$ cat src/rtl/seq_multiply_pkg.sv
// Shared fixed-point definitions: default Q-format sizing, saturation constants and the
// sequencer state encoding used by the multi-cycle arithmetic blocks.
package seq_multiply_pkg;

  localparam int Q_BITS_DEF  = 10;
  localparam int D_WIDTH_DEF = 32;

  localparam logic [D_WIDTH_DEF-1:0] FIX_MAX  = {1'b0, {(D_WIDTH_DEF-1){1'b1}}};
  localparam logic [D_WIDTH_DEF-1:0] FIX_MIN  = {1'b1, {(D_WIDTH_DEF-1){1'b0}}};
  localparam logic [D_WIDTH_DEF-1:0] FIX_HALF = D_WIDTH_DEF'(1) << (Q_BITS_DEF - 1);

  typedef enum logic [1:0] {
    ST_IDLE = 2'd0,
    ST_MUL  = 2'd1,
    ST_DONE = 2'd2
  } state_t;

endpackage

$ cat src/rtl/seq_multiply_if.sv
// Operand/result handshake bundle for seq_multiply; master drives operands, slave returns the product.
interface seq_multiply_if #(
  parameter int D_WIDTH = 32
);
  logic signed [D_WIDTH-1:0] multiplicand;
  logic signed [D_WIDTH-1:0] multiplier;
  logic                      valid_in;
  logic                      ready;
  logic signed [D_WIDTH-1:0] product;
  logic                      valid_out;
  logic                      overflow;

  modport master (
    output multiplicand, multiplier, valid_in,
    input  ready, product, valid_out, overflow
  );

  modport slave (
    input  multiplicand, multiplier, valid_in,
    output ready, product, valid_out, overflow
  );
endinterface

$ cat src/rtl/fix_round_sat.sv
// Round-half-up on the accumulator magnitude, re-apply sign, then saturate or wrap.
// Build macro SEQ_MULTIPLY_SATURATE_EN selects saturation; otherwise the result wraps and overflow is 0.
module fix_round_sat #(
  parameter int Q_BITS  = 10,
  parameter int D_WIDTH = 32
) (
  input  logic [2*D_WIDTH-1:0] acc,
  input  logic                 sign,
  output logic [D_WIDTH-1:0]   product,
  output logic                 overflow
);
  localparam int AW = 2 * D_WIDTH;
  localparam logic [AW-1:0] HALF = AW'(1) << (Q_BITS - 1);

  logic [AW-1:0]      mag;
  logic [D_WIDTH-1:0] mag_lo;
  logic [D_WIDTH-1:0] wrapped;
  logic               negative;

  // acc never exceeds 2^(2*D_WIDTH-2), so adding HALF cannot carry out
  assign mag      = (acc + HALF) >> Q_BITS;
  assign mag_lo   = mag[D_WIDTH-1:0];
  assign negative = sign && (mag != '0);
  assign wrapped  = negative ? (~mag_lo + D_WIDTH'(1)) : mag_lo;

`ifdef SEQ_MULTIPLY_SATURATE_EN
  localparam logic [AW-1:0]      NEG_LIM = AW'(1) << (D_WIDTH - 1);
  localparam logic [AW-1:0]      POS_LIM = NEG_LIM - AW'(1);
  localparam logic [D_WIDTH-1:0] SAT_MAX = {1'b0, {(D_WIDTH-1){1'b1}}};
  localparam logic [D_WIDTH-1:0] SAT_MIN = {1'b1, {(D_WIDTH-1){1'b0}}};

  logic too_big;

  // negative side reaches one step further: -2^(D_WIDTH-1) is representable
  assign too_big  = sign ? (mag > NEG_LIM) : (mag > POS_LIM);
  assign overflow = too_big;
  assign product  = too_big ? (sign ? SAT_MIN : SAT_MAX) : wrapped;
`else
  logic unused_mag_hi;

  assign unused_mag_hi = ^mag[AW-1:D_WIDTH];
  assign overflow      = 1'b0;
  assign product       = wrapped;
`endif

endmodule

$ cat src/rtl/seq_multiply.sv
// Sequential shift-add signed Q-format multiplier, one multiplier bit per cycle.
// Build macro SEQ_MULTIPLY_SATURATE_EN enables saturation of out-of-range results.
//
// state   | meaning
// ST_IDLE | ready high, waiting for valid_in
// ST_MUL  | one shift-add step per cycle, D_WIDTH cycles
// ST_DONE | rounded result captured, valid_out pulses on the following cycle
module seq_multiply
  import seq_multiply_pkg::*;
#(
  parameter int Q_BITS  = Q_BITS_DEF,
  parameter int D_WIDTH = D_WIDTH_DEF
) (
  input logic           clock,
  input logic           reset,
  seq_multiply_if.slave bus
);
  localparam int CNT_W = (D_WIDTH > 1) ? $clog2(D_WIDTH) : 1;
  localparam logic [CNT_W-1:0] CNT_LAST = CNT_W'(D_WIDTH - 1);

  state_t               state;
  state_t               state_nx;
  logic [CNT_W-1:0]     cnt;
  logic [2*D_WIDTH-1:0] acc;
  logic [2*D_WIDTH-1:0] mcand_sh;
  logic [D_WIDTH-1:0]   mplier_sh;
  logic [D_WIDTH-1:0]   mag_a;
  logic [D_WIDTH-1:0]   mag_b;
  logic                 sign;
  logic                 ready;
  logic                 accept;
  logic [D_WIDTH-1:0]   product;
  logic                 valid_out;
  logic                 overflow;
  logic [D_WIDTH-1:0]   rs_product;
  logic                 rs_overflow;

  // unsigned magnitude keeps -2^(D_WIDTH-1) exact as 2^(D_WIDTH-1)
  assign mag_a = bus.multiplicand[D_WIDTH-1] ? (~bus.multiplicand + D_WIDTH'(1)) : bus.multiplicand;
  assign mag_b = bus.multiplier[D_WIDTH-1]   ? (~bus.multiplier + D_WIDTH'(1))   : bus.multiplier;

  always_ff @(posedge clock or negedge reset) begin
    if (!reset) begin
      state <= ST_IDLE;
    end else begin
      state <= state_nx;
    end
  end

  always_comb begin
    state_nx = state;
    ready    = 1'b0;
    case (state)
      ST_IDLE: begin
        ready = 1'b1;
        if (bus.valid_in) state_nx = ST_MUL;
      end
      ST_MUL: begin
        if (cnt == CNT_LAST) state_nx = ST_DONE;
      end
      ST_DONE: begin
        state_nx = ST_IDLE;
      end
      default: begin
        state_nx = ST_IDLE;
      end
    endcase
  end

  assign accept = ready && bus.valid_in;

  always_ff @(posedge clock or negedge reset) begin
    if (!reset) begin
      cnt       <= '0;
      acc       <= '0;
      mcand_sh  <= '0;
      mplier_sh <= '0;
      sign      <= 1'b0;
      product   <= '0;
      valid_out <= 1'b0;
      overflow  <= 1'b0;
    end else begin
      valid_out <= 1'b0;
      case (state)
        ST_IDLE: begin
          if (accept) begin
            sign      <= bus.multiplicand[D_WIDTH-1] ^ bus.multiplier[D_WIDTH-1];
            mcand_sh  <= {{D_WIDTH{1'b0}}, mag_a};
            mplier_sh <= mag_b;
            acc       <= '0;
            cnt       <= '0;
          end
        end
        ST_MUL: begin
          if (mplier_sh[0]) acc <= acc + mcand_sh;
          mcand_sh  <= mcand_sh << 1;
          mplier_sh <= mplier_sh >> 1;
          cnt       <= cnt + CNT_W'(1);
        end
        ST_DONE: begin
          product   <= rs_product;
          overflow  <= rs_overflow;
          valid_out <= 1'b1;
        end
        default: begin
        end
      endcase
    end
  end

  fix_round_sat #(
    .Q_BITS  (Q_BITS),
    .D_WIDTH (D_WIDTH)
  ) u_round (
    .acc      (acc),
    .sign     (sign),
    .product  (rs_product),
    .overflow (rs_overflow)
  );

  assign bus.ready     = ready;
  assign bus.product   = product;
  assign bus.valid_out = valid_out;
  assign bus.overflow  = overflow;

endmodule

$ cat src/flat_wrapper.sv
// flat-port wrapper written by rule: the top's interface ports become plain ports
module seq_multiply_flat import seq_multiply_pkg::*;
#(
  parameter int Q_BITS  = Q_BITS_DEF,
  parameter int D_WIDTH = D_WIDTH_DEF
)
  (clock, reset, bus_multiplicand, bus_multiplier, bus_valid_in, bus_ready, bus_product, bus_valid_out, bus_overflow);
  seq_multiply_if #(.D_WIDTH(D_WIDTH)) bus_i ();
  input logic clock;
  input logic reset;
  input wire logic [$bits(bus_i.multiplicand)-1:0] bus_multiplicand;
  input wire logic [$bits(bus_i.multiplier)-1:0] bus_multiplier;
  input wire logic [$bits(bus_i.valid_in)-1:0] bus_valid_in;
  output wire logic [$bits(bus_i.ready)-1:0] bus_ready;
  output wire logic [$bits(bus_i.product)-1:0] bus_product;
  output wire logic [$bits(bus_i.valid_out)-1:0] bus_valid_out;
  output wire logic [$bits(bus_i.overflow)-1:0] bus_overflow;
  assign bus_i.multiplicand = bus_multiplicand;
  assign bus_i.multiplier = bus_multiplier;
  assign bus_i.valid_in = bus_valid_in;
  assign bus_ready = bus_i.ready;
  assign bus_product = bus_i.product;
  assign bus_valid_out = bus_i.valid_out;
  assign bus_overflow = bus_i.overflow;
  seq_multiply #(.Q_BITS(Q_BITS), .D_WIDTH(D_WIDTH)) u_core (.clock(clock), .reset(reset), .bus(bus_i));
endmodule
$ cat config.mk
export PLATFORM = sky130hd
export DESIGN_NAME = seq_multiply_flat
export DESIGN_NICKNAME = d
export VERILOG_FILES = /design/src/rtl/seq_multiply_pkg.sv /design/src/rtl/seq_multiply_if.sv /design/src/rtl/fix_round_sat.sv /design/src/rtl/seq_multiply.sv /design/src/flat_wrapper.sv
export SDC_FILE = /design/constraint.sdc
export NUM_CORES = 1
export LEC_CHECK = 0
export CAP_MARGIN = 40
export CORE_ASPECT_RATIO = 1.25
export CORE_MARGIN = 4
export CORE_UTILIZATION = 60
export CTS_BUF_LIST = sky130_fd_sc_hd__clkbuf_4 sky130_fd_sc_hd__clkbuf_8 sky130_fd_sc_hd__clkbuf_16
export CTS_CLUSTER_SIZE = 10
export DETAILED_ROUTE_END_ITERATION = 8
export PLACE_DENSITY = 0.81
export SETUP_SLACK_MARGIN = 0.05
export SYNTH_ARGS = -nofsm -noshare
export SYNTH_HDL_FRONTEND = slang
export SYNTH_SLANG_ARGS = --single-unit
$ cat constraint.sdc
create_clock -name clock -period 4.5 [get_ports clock]
set_input_delay 0.675 -clock clock [delete_from_list [all_inputs] [get_ports clock]]
set_output_delay 0.675 -clock clock [all_outputs]
set_load 0.05 [all_outputs]
; ---- After elaboration in Yosys (flattened, before gate mapping)
; Index checks and enable logic that the tools add are counted.
[classes]
addsub = 6
n_eq_ne = 7
muxes = 17
bitwise_logic = 4
reduce_logical = 9
[ops]
columns = operator, n
row1 = 64-bit case mux with 2 select lines, 2
row2 = 64-bit two-way mux, 3
row3 = 32-bit two-way mux, 4
row4 = 32-bit NOT, 3
row5 = 32-bit by 2-bit adder with 32-bit output (second input constant), 2
row6 = 64-bit by 10-bit adder with 64-bit output (second input constant), 1
row7 = 64-bit adder, 1
row8 = 32-bit case mux with 2 select lines, 1
row9 = 64-bit nonzero test, 1
row10 = 32-bit by 1-bit adder with 32-bit output (second input constant), 1
row11 = 5-bit case mux with 2 select lines, 1
row12 = 2-bit by 1-bit != test with 1-bit output (second input constant), 3
row13 = 2-bit AND reduction, 3
row14 = 5-bit by 1-bit adder with 5-bit output (second input constant), 1
row15 = 5-bit equality test (second input constant), 1
row16 = 5-bit two-way mux, 1
row17 = 2-bit two-way mux, 2
row18 = 2-bit case mux with 2 select lines, 1
row19 = 3-bit AND reduction, 1
row20 = 2-bit by 1-bit equality test with 1-bit output (second input constant), 1
row21 = 2-bit equality test (second input constant), 1
row22 = 1-bit logical AND, 2
row23 = 2-bit logical NOT, 1
row24 = 1-bit two-way mux, 2
row25 = other kinds (3), 3
[word_totals]
reg_bits = 201
input_bits = 67
out_inout_bits = 35
word_cells = 51

; ---- Depth between registers and ports, before layout
; Gate-level depths: netlist (run 1).
[depth]
ltp_word = 5
mapped_depth = 13
depth_no_buf = 13

; ---- By module
; Synthesis (run 1) repeated with hierarchy kept, for this count alone.
[hier_totals]
cells_unflattened = 1854
area_unflattened_um2 = 15642.5
[by_module_without_submodules]
columns = mod, n_inst, cells_each, area_per_inst_um2, seq_area_each_um2
row1 = seq_multiply, 1, 1414, 12802.3, 5054.8
row2 = fix_round_sat, 1, 440, 2840.2, 0.0

; ---- Worst setup path after synthesis (run 1)
; Ideal clock, no wire load.
[synth_path]
kind = input to register
start = input port bus_multiplier[10]
end = register u_core.mplier_sh[30]
setup_ns = 0.129
arrival_ns = 3.434
required_time_ns = 4.371
setup_slack_ns = 0.937
stages = 9
n_path_buf = 0
path_cell_list = or4_1 or3_1 or3_1 or3_1 or3_1 or3_1 o41ai_2 xor2_1 o21ai_1
[synth_between]
elab_chain_cells = 5
[synth_lines]
columns = item, line_no
row1 = start: declaration, flat_wrapper.sv:12  ; input wire logic [$bits(bus_i.multiplier)-1:0] bus_multiplier;
row2 = 32-bit NOT, seq_multiply.sv:40  ; assign mag_b = bus.multiplier[D_WIDTH-1] ? (~bus.multiplier + D_WIDTH'(1)) : bus.multiplier;
row3 = 32-bit by 2-bit adder with 32-bit output, seq_multiply.sv:40
row4 = 32-bit two-way mux, seq_multiply.sv:40
row5 = 32-bit two-way mux, seq_multiply.sv:86  ; if (accept) begin
row6 = 32-bit case mux with 2 select lines, seq_multiply.sv:84  ; case (state)
row7 = end signal: assignment, seq_multiply.sv:89  ; mplier_sh <= mag_b;
row8 = end signal: assignment, seq_multiply.sv:97  ; mplier_sh <= mplier_sh >> 1;
row9 = end: declaration, seq_multiply.sv:26  ; logic [D_WIDTH-1:0] mplier_sh;
; No other way between the ends. The select of a mux whose other input is x is not followed.
; A chain may end at the register's enable or synchronous reset.

; ---- Worst setup path in the final report (run 1)
[layout_path]
start = register u_core.acc[9]
end = register u_core.product[5], in the netlist u_core.bus.product[5]
[layout_between]
elab_chain_cells = 4
elab_cells_between_ends = 6
classes_between = 2 x add/sub / 1 x mux / 1 x bitwise / 2 x reduce/logical
[layout_lines]
columns = item, line_no
row1 = start: declaration, seq_multiply.sv:24  ; logic [2*D_WIDTH-1:0] acc;
row2 = start signal: assignment, seq_multiply.sv:95  ; if (mplier_sh[0]) acc <= acc + mcand_sh;
row3 = 64-bit by 10-bit adder with 64-bit output (*), fix_round_sat.sv:21  ; assign mag = (acc + HALF) >> Q_BITS;
row4 = 32-bit NOT / 64-bit nonzero test (equally long branches), "fix_round_sat.sv:24, fix_round_sat.sv:23"
row5 = 32-bit by 1-bit adder with 32-bit output / 1-bit logical AND (equally long branches), "fix_round_sat.sv:24, fix_round_sat.sv:23"
row6 = 32-bit two-way mux (*), fix_round_sat.sv:24  ; assign wrapped = negative ? (~mag_lo + D_WIDTH'(1)) : mag_lo;
row7 = end signal: assignment, seq_multiply.sv:101  ; product <= rs_product;
row8 = end: declaration, seq_multiply.sv:32  ; logic [D_WIDTH-1:0] product;
; Every way passes the cells marked *; elsewhere a longest branch is shown, timed or not.

==> qor.csv, run 1 <==
metric;value;unit
status;finished with violations;
violated checks;DRC;
Seq cells post-synth;201;
commonest register cell after synthesis;dfrtp_1;
Final Skew;0.0148;ns
Pleak;7.03;nW
Mapped Avg Cell Area;8.22;um^2
vias in the first global route;12998;
net switching power;0.00557;W
gr usage total;0.277;
fin nets;1989;
fin crit share;0.893;
clock share of power;0.149;
Fill cells;2014;
share of cells above drive strength 1;0.0565;
clock sink count;201;
die height;184;um
switching fraction of total power;0.472;
Rel. slew slack;0.425;
top cells by area, synth;dfrtp_1, o21ai_0, nand2_1;
crit end category;flop;
Data required, critical path;4.92;ns
Setup TNS;0;ns
CTS H-tree lvls;1;
CTS Hold Bufs;0;
RSZ-0062 raised after global routing;no;
syn nets;1936;
die area;27200;um^2
Flop pwr share;0.294;
synthesized area;14800;um^2
pwr dens;704;nW/um^2
maxcap violations;0;
Slew @ Worst Pin;0.852;ns
worst hold path class;in2async;
arrival time at the worst endpoint;4.44;ns
CTS tree;built;
vias per cell;6.27;
Critical Path Source;u_core.acc[9];
# diodes;0;
Peak Freq;249;MHz
Post-DP HPWL;28.6;mm
Fin. Hold Viols;0;
Clk Latency, worst-skew pair;0.53;ns
synth unique cells;81;
Die X;148;um
Gate Count Post-Synth;1799;
Gates resized, CTS repair;0;
area grow syn2layout;13.4;%
Setup Fix Bufs, Post-CTS;0;
area share of the leading cell type in the synthesized netlist;0.340;
clock root cell;clkbuf_16;
antenna violations before repair;0;
busiest grt layer;met2;
max-slew violation count;0;
Clock Pin Slew Worst Setup and Hold Paths;0.05;ns
Starting Density;0.607;
grt met1 use;0.363;
row count;64;
Worst R2R Start;u_core.acc[9];
grt ovf;0;
DRT iter0 DRCs;800;
worst hold margin;0.200;ns
Post-route DRC;1;
port bufs;100;
GPL Wtd Cong;0.939;
DR vias;13713;
Worst Path Class, Setup;reg2reg;
CTS max path bufs;3;
Synth warnings;0;
Max VDD drop;0.380;mV
Int Pwr;0.00624;W
pin count of the biggest net entering global routing;101;
Post-synth EDFFs;0;
grt met2 use;0.477;
CP max FO;9;
count leader, synth;nand2_1;
met3 usage;0.0358;
Gate power share;0.557;
final WL;38.1;mm
Detail Route Antenna Nets;0;
IO Pins;102;
startpoint types;flop;
register area share after synthesis;0.340;
Tmin final;4.02;ns
top cells by count, synth;nand2_1, o21ai_0, dfrtp_1, xor2_1, a21oi_1;
drt pass-1 iters;9;
ys async rst share;1.00;
Yosys top cell by area;dfrtp_1;
wire per inst;17.4;um
CTS Buf Count;24;
global-route wire length before repair;63.4;mm
Core Box Area;24300;um^2
final setup vio count;0;
[stage by stage]
| stage | setup slack [ns] | power (W) | instance area, um^2 | std cells | util |
|---|---|---|---|---|---|
| 5_1_grt | 0.158 | 0.0128 | 16800 | 2188 | 0.689 |
| 4_1_cts | 0.547 | 0.0117 | 16800 | 2188 | 0.689 |
| 2_1_floorplan | 0.937 | 0.00820 | 14800 | 1799 | - |
| 6_report | 0.481 | 0.0118 | 16800 | 2188 | 0.689 |
| 3_3_place_gp | 0.298 | 0.00970 | 16000 | 2152 | 0.657 |
| 3_5_place_dp | 0.231 | 0.00994 | 16100 | 2156 | 0.661 |
[power by group through the flow]
stage / clock network [W] / logic [W] / registers [W]
after global routing: 0.00186 / 0.00738 / 0.00356
after CTS: 0.00178 / 0.00653 / 0.00343
after floorplan: 0 / 0.00507 / 0.00313
final: 0.00176 / 0.00658 / 0.00347
after detailed placement: 0 / 0.00648 / 0.00345
after global placement: 0 / 0.00629 / 0.00342
[routing by layer]
layer / vias to the layer above / share of wire
met1: 6508 / 0.43
li1: 6646 / -
met4: 0 / 0.033
met2: 467 / 0.47
met5: - / 0
met3: 92 / 0.066
[path summary, 6_finish.rpt]
kind	end	slack, ns	depth (start not counted)
max in group asynchronous	u_core.mplier_sh[2]	3.27	2
min in group clock	u_core.bus.product[8]	0.48	2
setup / recovery	u_core.bus.product[5]	0.48	11
hold / removal	u_core.acc[15]	0.20	1
setup reg to reg	u_core.bus.product[5]	0.48	11
hold reg to reg	u_core.bus.product[8]	0.48	2
[cells by family after synthesis]
logic type                 count (synthesis)  share of synthesized area
AOI/OAI and AO/OA                        594                      0.251
xor gates and xnor gates                 177                      0.105
adders and majority gates                 70                     0.0597
buffers and inverters                    140                     0.0373
DFF                                      201                      0.340
muxes                                     12                    0.00838
other                                      1                   0.000254
and+or+nand+nor                          604                      0.199
[layout by cell type (no fill, tap or decap), types with 32 or more instances in the layout]
| cell type | synthesis | final |
|---|---|---|
| o31ai_1 | 32 | 32 |
| xnor2_1 | 76 | 76 |
| clkdlybuf4s50_1 | 0 | 99 |
| a22oi_1 | 58 | 58 |
| nor2_1 | 63 | 61 |
| nand3_1 | 47 | 47 |
| o21ai_0 | 240 | 240 |
| dfrtp_1 | 201 | 201 |
| ha_1 | 69 | 69 |
| nand2_1 | 286 | 285 |
| a21oi_1 | 99 | 99 |
| xor2_1 | 101 | 101 |
| nand4_1 | 41 | 41 |
| inv_1 | 38 | 38 |
[registers in the layout (all words and copies together), names as in the netlist]
register	cells
u_core.acc	64
u_core.mplier_sh	32
u_core.sign	1
u_core.cnt	5
u_core.bus.valid_out	1
u_core.state	2
u_core.mcand_sh	64
u_core.bus.product	32
[worst max-delay path, stage by stage, from the launching register on]
cell       delay [ns]
dfrtp_1          0.55
ha_1             0.29
and3_1           0.35
nand3_4          0.14
or3_1            0.52
or3_1            0.42
o31ai_2          0.25
o2111ai_1        0.23
nor4_4           0.48
a21oi_2          0.22
and3_1           0.23
o31ai_2          0.22
[final cells by class]
class	instances	area, um^2	area share
clock buffer	32	691	0.0412
inverter	40	150	0.00895
multi-input combinational	1458	9230	0.551
sequential	201	5030	0.300
tap	330	413	0.0246
timing repair buffer	127	1250	0.0748
Power figures use the tool's default switching activity.
==> run 2: changes to the inputs <==
- ABC_AREA: not set -> 1
==> run 2 against run 1 <==
Compared with the run above: utilization up 0.43 points; final area up 7.9%; die area increased by 7.6%; global-route usage grew 7.5 points; non-clock buffer count shrank 11; total power rose by 4.0%; sequential cell count stayed put; combinational power up 7.4%; maximum frequency increased by 18%; the run now ends clean; critical path type unchanged; clock power is 7% higher; area after synthesis grew 8.0%; routed wire length increased by 38%; largest power group unchanged; largest cell class unchanged.
==> qor.csv, run 2 <==
metric;value;unit;change
pin count of the biggest net entering global routing;137;;+36%
Mapped Avg Cell Area;6.61;um^2;-20%
Power Total;0.0123;W;+4.0%
Non-Filler Cell Area, Final;18100;um^2;+7.9%
Gates resized, CTS repair;0;;unchanged
worst hold path class;in2async;;
die area;29300;um^2;+7.6%
Seq cells post-synth;201;;unchanged
crit end category;flop;;
synth unique cells;49;;-40%
status;completed;;
startpoint types;flop;;
vias in the first global route;16827;;+29%
fin crit share;0.759;;-0.134
share of cells above drive strength 1;0.0402;;-0.0163
gr usage total;0.353;;+0.0753
area grow syn2layout;13.3;%;
final WL;52.6;mm;+38%
Starting Density;0.612;;+0.00468
CTS Buf Count;25;;+4.2%
count leader, synth;nand2_1;;
register area share after synthesis;0.315;;-0.0253
clock root cell;clkbuf_16;;
Gate Count Post-Synth;2417;;+34%
Post-route DRC;0;;-1
top cells by count, synth;nand2_1, nor2_1, inv_1, o21ai_0, dfrtp_1;;
main combinational cell family by area after synthesis;simple AND/OR/NAND/NOR gates;;
row count;66;;+3.1%
# diodes;0;;unchanged
syn nets;2554;;+32%
CTS Hold Bufs;0;;unchanged
commonest cells after routing, fill and taps aside;nand2_1, nor2_1, inv_1;;
CTS tree;built;;
Pleak;8.11;nW;+15%
Detail Route Antenna Nets;0;;unchanged
Clock Pin Slew Worst Setup and Hold Paths;0.06;ns;about the same
Int Pwr;0.00598;W;-4.1%
Setup WS post-layout;1.09;ns;+0.605 ns
worst hold margin;0.105;ns;-0.0953 ns
ys async rst share;1.00;;unchanged
CTS H-tree lvls;1;;unchanged
pwr dens;679;nW/um^2;-3.6%
Data required, critical path;4.90;ns;-0.02 ns
clock sink count;201;;unchanged
Peak Freq;293;MHz;+18%
arrival time at the worst endpoint;3.81;ns;-0.63 ns
DRT iter0 DRCs;1315;;+64%
vias per cell;5.99;;-4.4%
Setup TNS;0;ns;unchanged
Post-DP HPWL;41.6;mm;+45%
maxcap violations;0;;unchanged
Fin. Hold Viols;0;;unchanged
commonest non-fill, non-tap cell in the layout;nand2_1;;
GPL Wtd Cong;1.03;;+9.4%
Post-synth EDFFs;0;;unchanged
flop-to-flop setup slack;1.09;ns;+0.60 ns
switching fraction of total power;0.513;;+0.0412
largest registers;u_core.acc: 64 flops, u_core.mcand_sh: 64 flops;;
Worst Path Class, Setup;reg2reg;;
pre-CTS WS;0.989;ns;+0.758 ns
final setup vio count;0;;unchanged
IO Pins;102;;unchanged
proportion of synthesized area in mux cells;0;;-0.00838
wire per inst;18.4;um;+6.0%
top cells by area, synth;dfrtp_1, nand2_1, nor2_1;;
Synth Area in Adders;0.0553;;-0.00444
Flop pwr share;0.271;;-0.023
reg2reg path depth;17;;+6
Synth warnings;0;;unchanged
net switching power;0.00630;W;+13%
Die X;154;um;+3.7%
area of placed instances;17400;um^2;+7.9%
Rel. slew slack;0.495;;+0.0698
CTS max path bufs;3;;unchanged
global-route wire length before repair;83.8;mm;+32%
Max VDD drop;0.423;mV;+11%
Synth Area in Compound Gates;0.203;;-0.0482
Final Skew;0.0297;ns;+0.0150 ns
commonest register cell after synthesis;dfrtp_1;;
Yosys top cell by area;dfrtp_1;;
fin nets;2641;;+33%
XOR/XNOR share of the synthesized area;0.0393;;-0.0655
die height;190;um;+3.8%
port bufs;100;;unchanged
Gate power share;0.575;;+0.018
DR vias;17084;;+25%
RSZ-0062 raised after global routing;no;;
CP max FO;4;;-5
Tmin final;3.41;ns;-0.605 ns
area share of the leading cell type in the synthesized netlist;0.315;;-0.0253
Setup Fix Bufs, Post-CTS;0;;unchanged
synthesized area;16000;um^2;+8.0%
Simple-Gate Fraction of Synth Area;0.306;;+0.108
Core Box Area;26100;um^2;+7.2%
clock share of power;0.153;;+0.004
antenna violations before repair;0;;unchanged
Slew @ Worst Pin;0.758;ns;-0.0936 ns
grt ovf;0;;unchanged
max-slew violation count;0;;unchanged
drt pass-1 iters;5;;-4
Clk Latency, worst-skew pair;0.54;ns;about the same
==> run 2: cell types whose count changed after synthesis, moves of 21 or more <==
cell	before	now
a21o_1	26	5
a21oi_1	99	149
and3_1	30	0
clkbuf_1	87	45
inv_1	38	272
nand2_1	286	582
nand3_1	47	112
nor2_1	63	351
o22ai_1	3	49
o31ai_1	32	11
or3_1	27	0
xnor2_1	76	14
xor2_1	101	54
==> run 2: kinds of logic (layout without fill, tap and decap cells) <==
family,Yosys count,in the layout
buffers and inverters,340,434
AOI/OAI and AO/OA,565,565
other,1,1
and+or+nand+nor,1170,1170
adders and majority gates,70,70
DFF,201,201
xor gates and xnor gates,70,70
==> run 2: per-stage QoR <==
step	utilization	instances
floorplan	-	2417
global placement	0.663	2815
detailed placement	0.665	2817
CTS	0.693	2851
global route	0.693	2851
finish	0.693	2851
==> run 2: critical path: stages (launching register included) <==
cell,delay (ns)
dfrtp_1,0.37
ha_1,0.16
inv_1,0.06
fa_1,0.37
inv_1,0.08
nand2_1,0.09
a21oi_1,0.23
a21oi_1,0.17
o21bai_1,0.36
nand2_1,0.16
o21ai_0,0.49
nand2_1,0.15
nand2_1,0.14
nand2_1,0.09
nand2_1,0.14
nand2_1,0.06
nand2_1,0.05
o21ai_0,0.08
==> run 2: path summary, 6_finish.rpt <==
path	from	to
setup / recovery	u_core.acc[0]	u_core.acc[52]
hold / removal	reset	u_core.bus.product[0]
setup reg to reg	u_core.acc[0]	u_core.acc[52]
hold reg to reg	u_core.bus.product[7]	u_core.bus.product[7]
max in group asynchronous	reset	u_core.cnt[1]
min in group clock	u_core.bus.product[7]	u_core.bus.product[7]
==> run 2: final cells by class <==
type	instances	area, um^2
tap	340	425
inverter	284	1070
fill	2253	8000
clock inverter	5	78.8
multi-input combinational	1876	9650
timing repair buffer	116	1180
clock buffer	29	662
sequential	201	5030
==> run 2: power by group through the flow <==
| stage | Sequential [W] | Combinational (W) | Clock [W] |
|---|---|---|---|
| floorplan | 0.00306 | 0.00494 | 0 |
| global placement | 0.00326 | 0.00663 | 0 |
| detailed placement | 0.00329 | 0.00684 | 0 |
| CTS | 0.00328 | 0.00692 | 0.00190 |
| global route | 0.00339 | 0.00786 | 0.00197 |
| finish | 0.00333 | 0.00707 | 0.00188 |
==> run 2: routing by layer <==
metal  global-route usage  routed length (um)  vias up
li1                     -                   -     8225
met1                0.431               20400     7929
met2                0.618               25300      759
met3               0.0463                4310      171
met4                0.164                2620        0
met5                    0                   0        -
==> run 3: changes to the inputs <==
- clock period: 4.5 -> 3.6 ns (I/O delays scaled with it)
==> run 3 against run 2 <==
Compared with the run above: critical path depth unchanged; sequential cell count did not move; global-route usage shrank 0.81 points; count of clock-buffer cells in the layout is 4 higher; non-clock buffer count rose by 9; sequential power increased by 24%; largest power group unchanged; highest routed layer unchanged.
==> qor.csv, run 3 (same netlist as run 2, synthesis figures left out) <==
metric;value;unit;change
Fin. Hold Viols;0;;unchanged
die area;29300;um^2;unchanged
Gates resized, CTS repair;0;;unchanged
Pleak;8.18;nW;+0.85%
CTS Buf Count;26;;+4.0%
vias in the first global route;16473;;-2.1%
drt pass-1 iters;6;;+1
grt ovf;0;;unchanged
wire per inst;18.1;um;-1.8%
GPL Wtd Cong;1.08;;+4.8%
die height;190;um;unchanged
net switching power;0.00793;W;+26%
clock root cell;clkbuf_16;;
Int Pwr;0.00762;W;+28%
gr usage total;0.345;;-0.00805
vias per cell;5.98;;-0.13%
Tmin final;3.25;ns;-0.163 ns
share of cells above drive strength 1;0.0452;;+0.00494
pin count of the biggest net entering global routing;74;;-46%
area grow syn2layout;14.0;%;
Clk Latency, worst-skew pair;0.54;ns;about the same
global-route wire length before repair;81.8;mm;-2.4%
Post-route DRC;0;;unchanged
largest registers;u_core.acc: 64 flops, u_core.mcand_sh: 64 flops;;
Slew @ Worst Pin;0.703;ns;-0.0554 ns
maxcap violations;0;;unchanged
clock share of power;0.161;;+0.008
row count;66;;unchanged
CTS H-tree lvls;1;;unchanged
Data required, critical path;4.03;ns;-0.87 ns
Peak Freq;308;MHz;+5.0%
Starting Density;0.612;;unchanged
pwr dens;854;nW/um^2;+26%
clock sink count;201;;unchanged
startpoint types;flop;;
Worst Path Class, Setup;reg2reg;;
status;completed;;
pre-CTS WS;0.425;ns;-0.564 ns
Detail Route Antenna Nets;0;;unchanged
crit end category;flop;;
antenna violations before repair;0;;unchanged
final WL;51.9;mm;-1.4%
arrival time at the worst endpoint;3.68;ns;-0.13 ns
Gate power share;0.573;;-0.002
CTS tree;built;;
worst hold path class;in2async;;
IO Pins;102;;unchanged
fin nets;2651;;+0.38%
DRT iter0 DRCs;1479;;+12%
port bufs;100;;unchanged
Clock Pin Slew Worst Setup and Hold Paths;0.05;ns;about the same
RSZ-0062 raised after global routing;no;;
Setup Fix Bufs, Post-CTS;0;;unchanged
max-slew violation count;0;;unchanged
Setup WS post-layout;0.349;ns;-0.737 ns
CP max FO;18;;+14
fin crit share;0.903;;+0.144
final setup vio count;0;;unchanged
DR vias;17140;;+0.33%
switching fraction of total power;0.510;;-0.00331
Max VDD drop;0.518;mV;+23%
Non-Filler Instances;2864;;+0.46%
CTS max path bufs;3;;unchanged
Flop pwr share;0.266;;-0.005
worst hold margin;0.00705;ns;-0.0979 ns
Setup TNS;0;ns;unchanged
commonest cells after routing, fill and taps aside;nand2_1, nor2_1, inv_1;;
commonest non-fill, non-tap cell in the layout;nand2_1;;
Core Box Area;26100;um^2;unchanged
CTS Hold Bufs;0;;unchanged
Post-DP HPWL;41.4;mm;-0.45%
Rel. slew slack;0.529;;+0.0341
Die X;154;um;unchanged
Final Skew;0.0138;ns;-0.0159 ns
dpl cells;2826;;+0.32%
# diodes;0;;unchanged
==> run 3: changes by cell type in the layout (fill, tap and decap cells not counted) <==
cell / previous run / this run
buf_16: 2 / 0
clkbuf_8: 2 / 3
clkbuf_16: 25 / 27
clkbuf_4: 3 / 4
buf_4: 13 / 23
buf_12: 1 / 2
==> run 3: cell type report <==
type                       instances  area [um^2]
fill                            2286         7890
clock inverter                     5         78.8
multi-input combinational       1876         9650
clock buffer                      33          733
inverter                         284         1070
sequential                       201         5030
timing repair buffer             125         1220
tap                              340          425
==> run 3: final timing paths <==
check / from / endpoint / slack, ns / cells past startpoint
worst min register to register: u_core.bus.product[5] / u_core.bus.product[5] / 0.48 / 2
max in group asynchronous: reset / u_core.mcand_sh[63] / 2.77 / 2
min in group clock: u_core.bus.product[5] / u_core.bus.product[5] / 0.48 / 2
worst max-delay path: u_core.acc[10] / u_core.bus.product[17] / 0.35 / 17
worst max register to register: u_core.acc[10] / u_core.bus.product[17] / 0.35 / 17
worst min-delay path: reset / u_core.bus.product[4] / 0.007 / 1
==> run 3: power groups by stage <==
stage	registers (W)	logic, W	clock network (W)
after floorplan	0.00382	0.00617	0
after global placement	0.00406	0.00845	0
after detailed placement	0.00409	0.00867	0
after CTS	0.00407	0.00872	0.00253
after global routing	0.00420	0.00986	0.00261
final	0.00414	0.00892	0.00250
==> run 3: through the flow <==
stage	power [W]	util	area (um^2)
after floorplan	0.0100	-	16000
after global placement	0.0125	0.666	17400
after detailed placement	0.0128	0.666	17400
after CTS	0.0153	0.698	18200
after global routing	0.0167	0.698	18200
final	0.0156	0.698	18200
==> run 3: metal layers <==
metal,share of wire,vias to the layer above,GRT usage
met2,0.47,801,0.589
met1,0.38,7903,0.424
li1,-,8264,-
met3,0.087,172,0.0438
met4,0.059,0,0.186
met5,0,-,0
==> run 3: worst max-delay path, stage by stage, from the launching register on <==
cell and delay, ns:
dfrtp_1 0.43, ha_1 0.27, nand2_2 0.09, nor2_4 0.16, nand2_2 0.14, nor2_8 0.21, nand2_2 0.13, xor2_1 0.34
nand2_1 0.13, nor2_1 0.17, nand3_1 0.10, nor2_2 0.11, nand3_2 0.28, buf_4 0.31, nand2_1 0.07, nand2_1 0.05
nand3_1 0.07, nand2_1 0.06
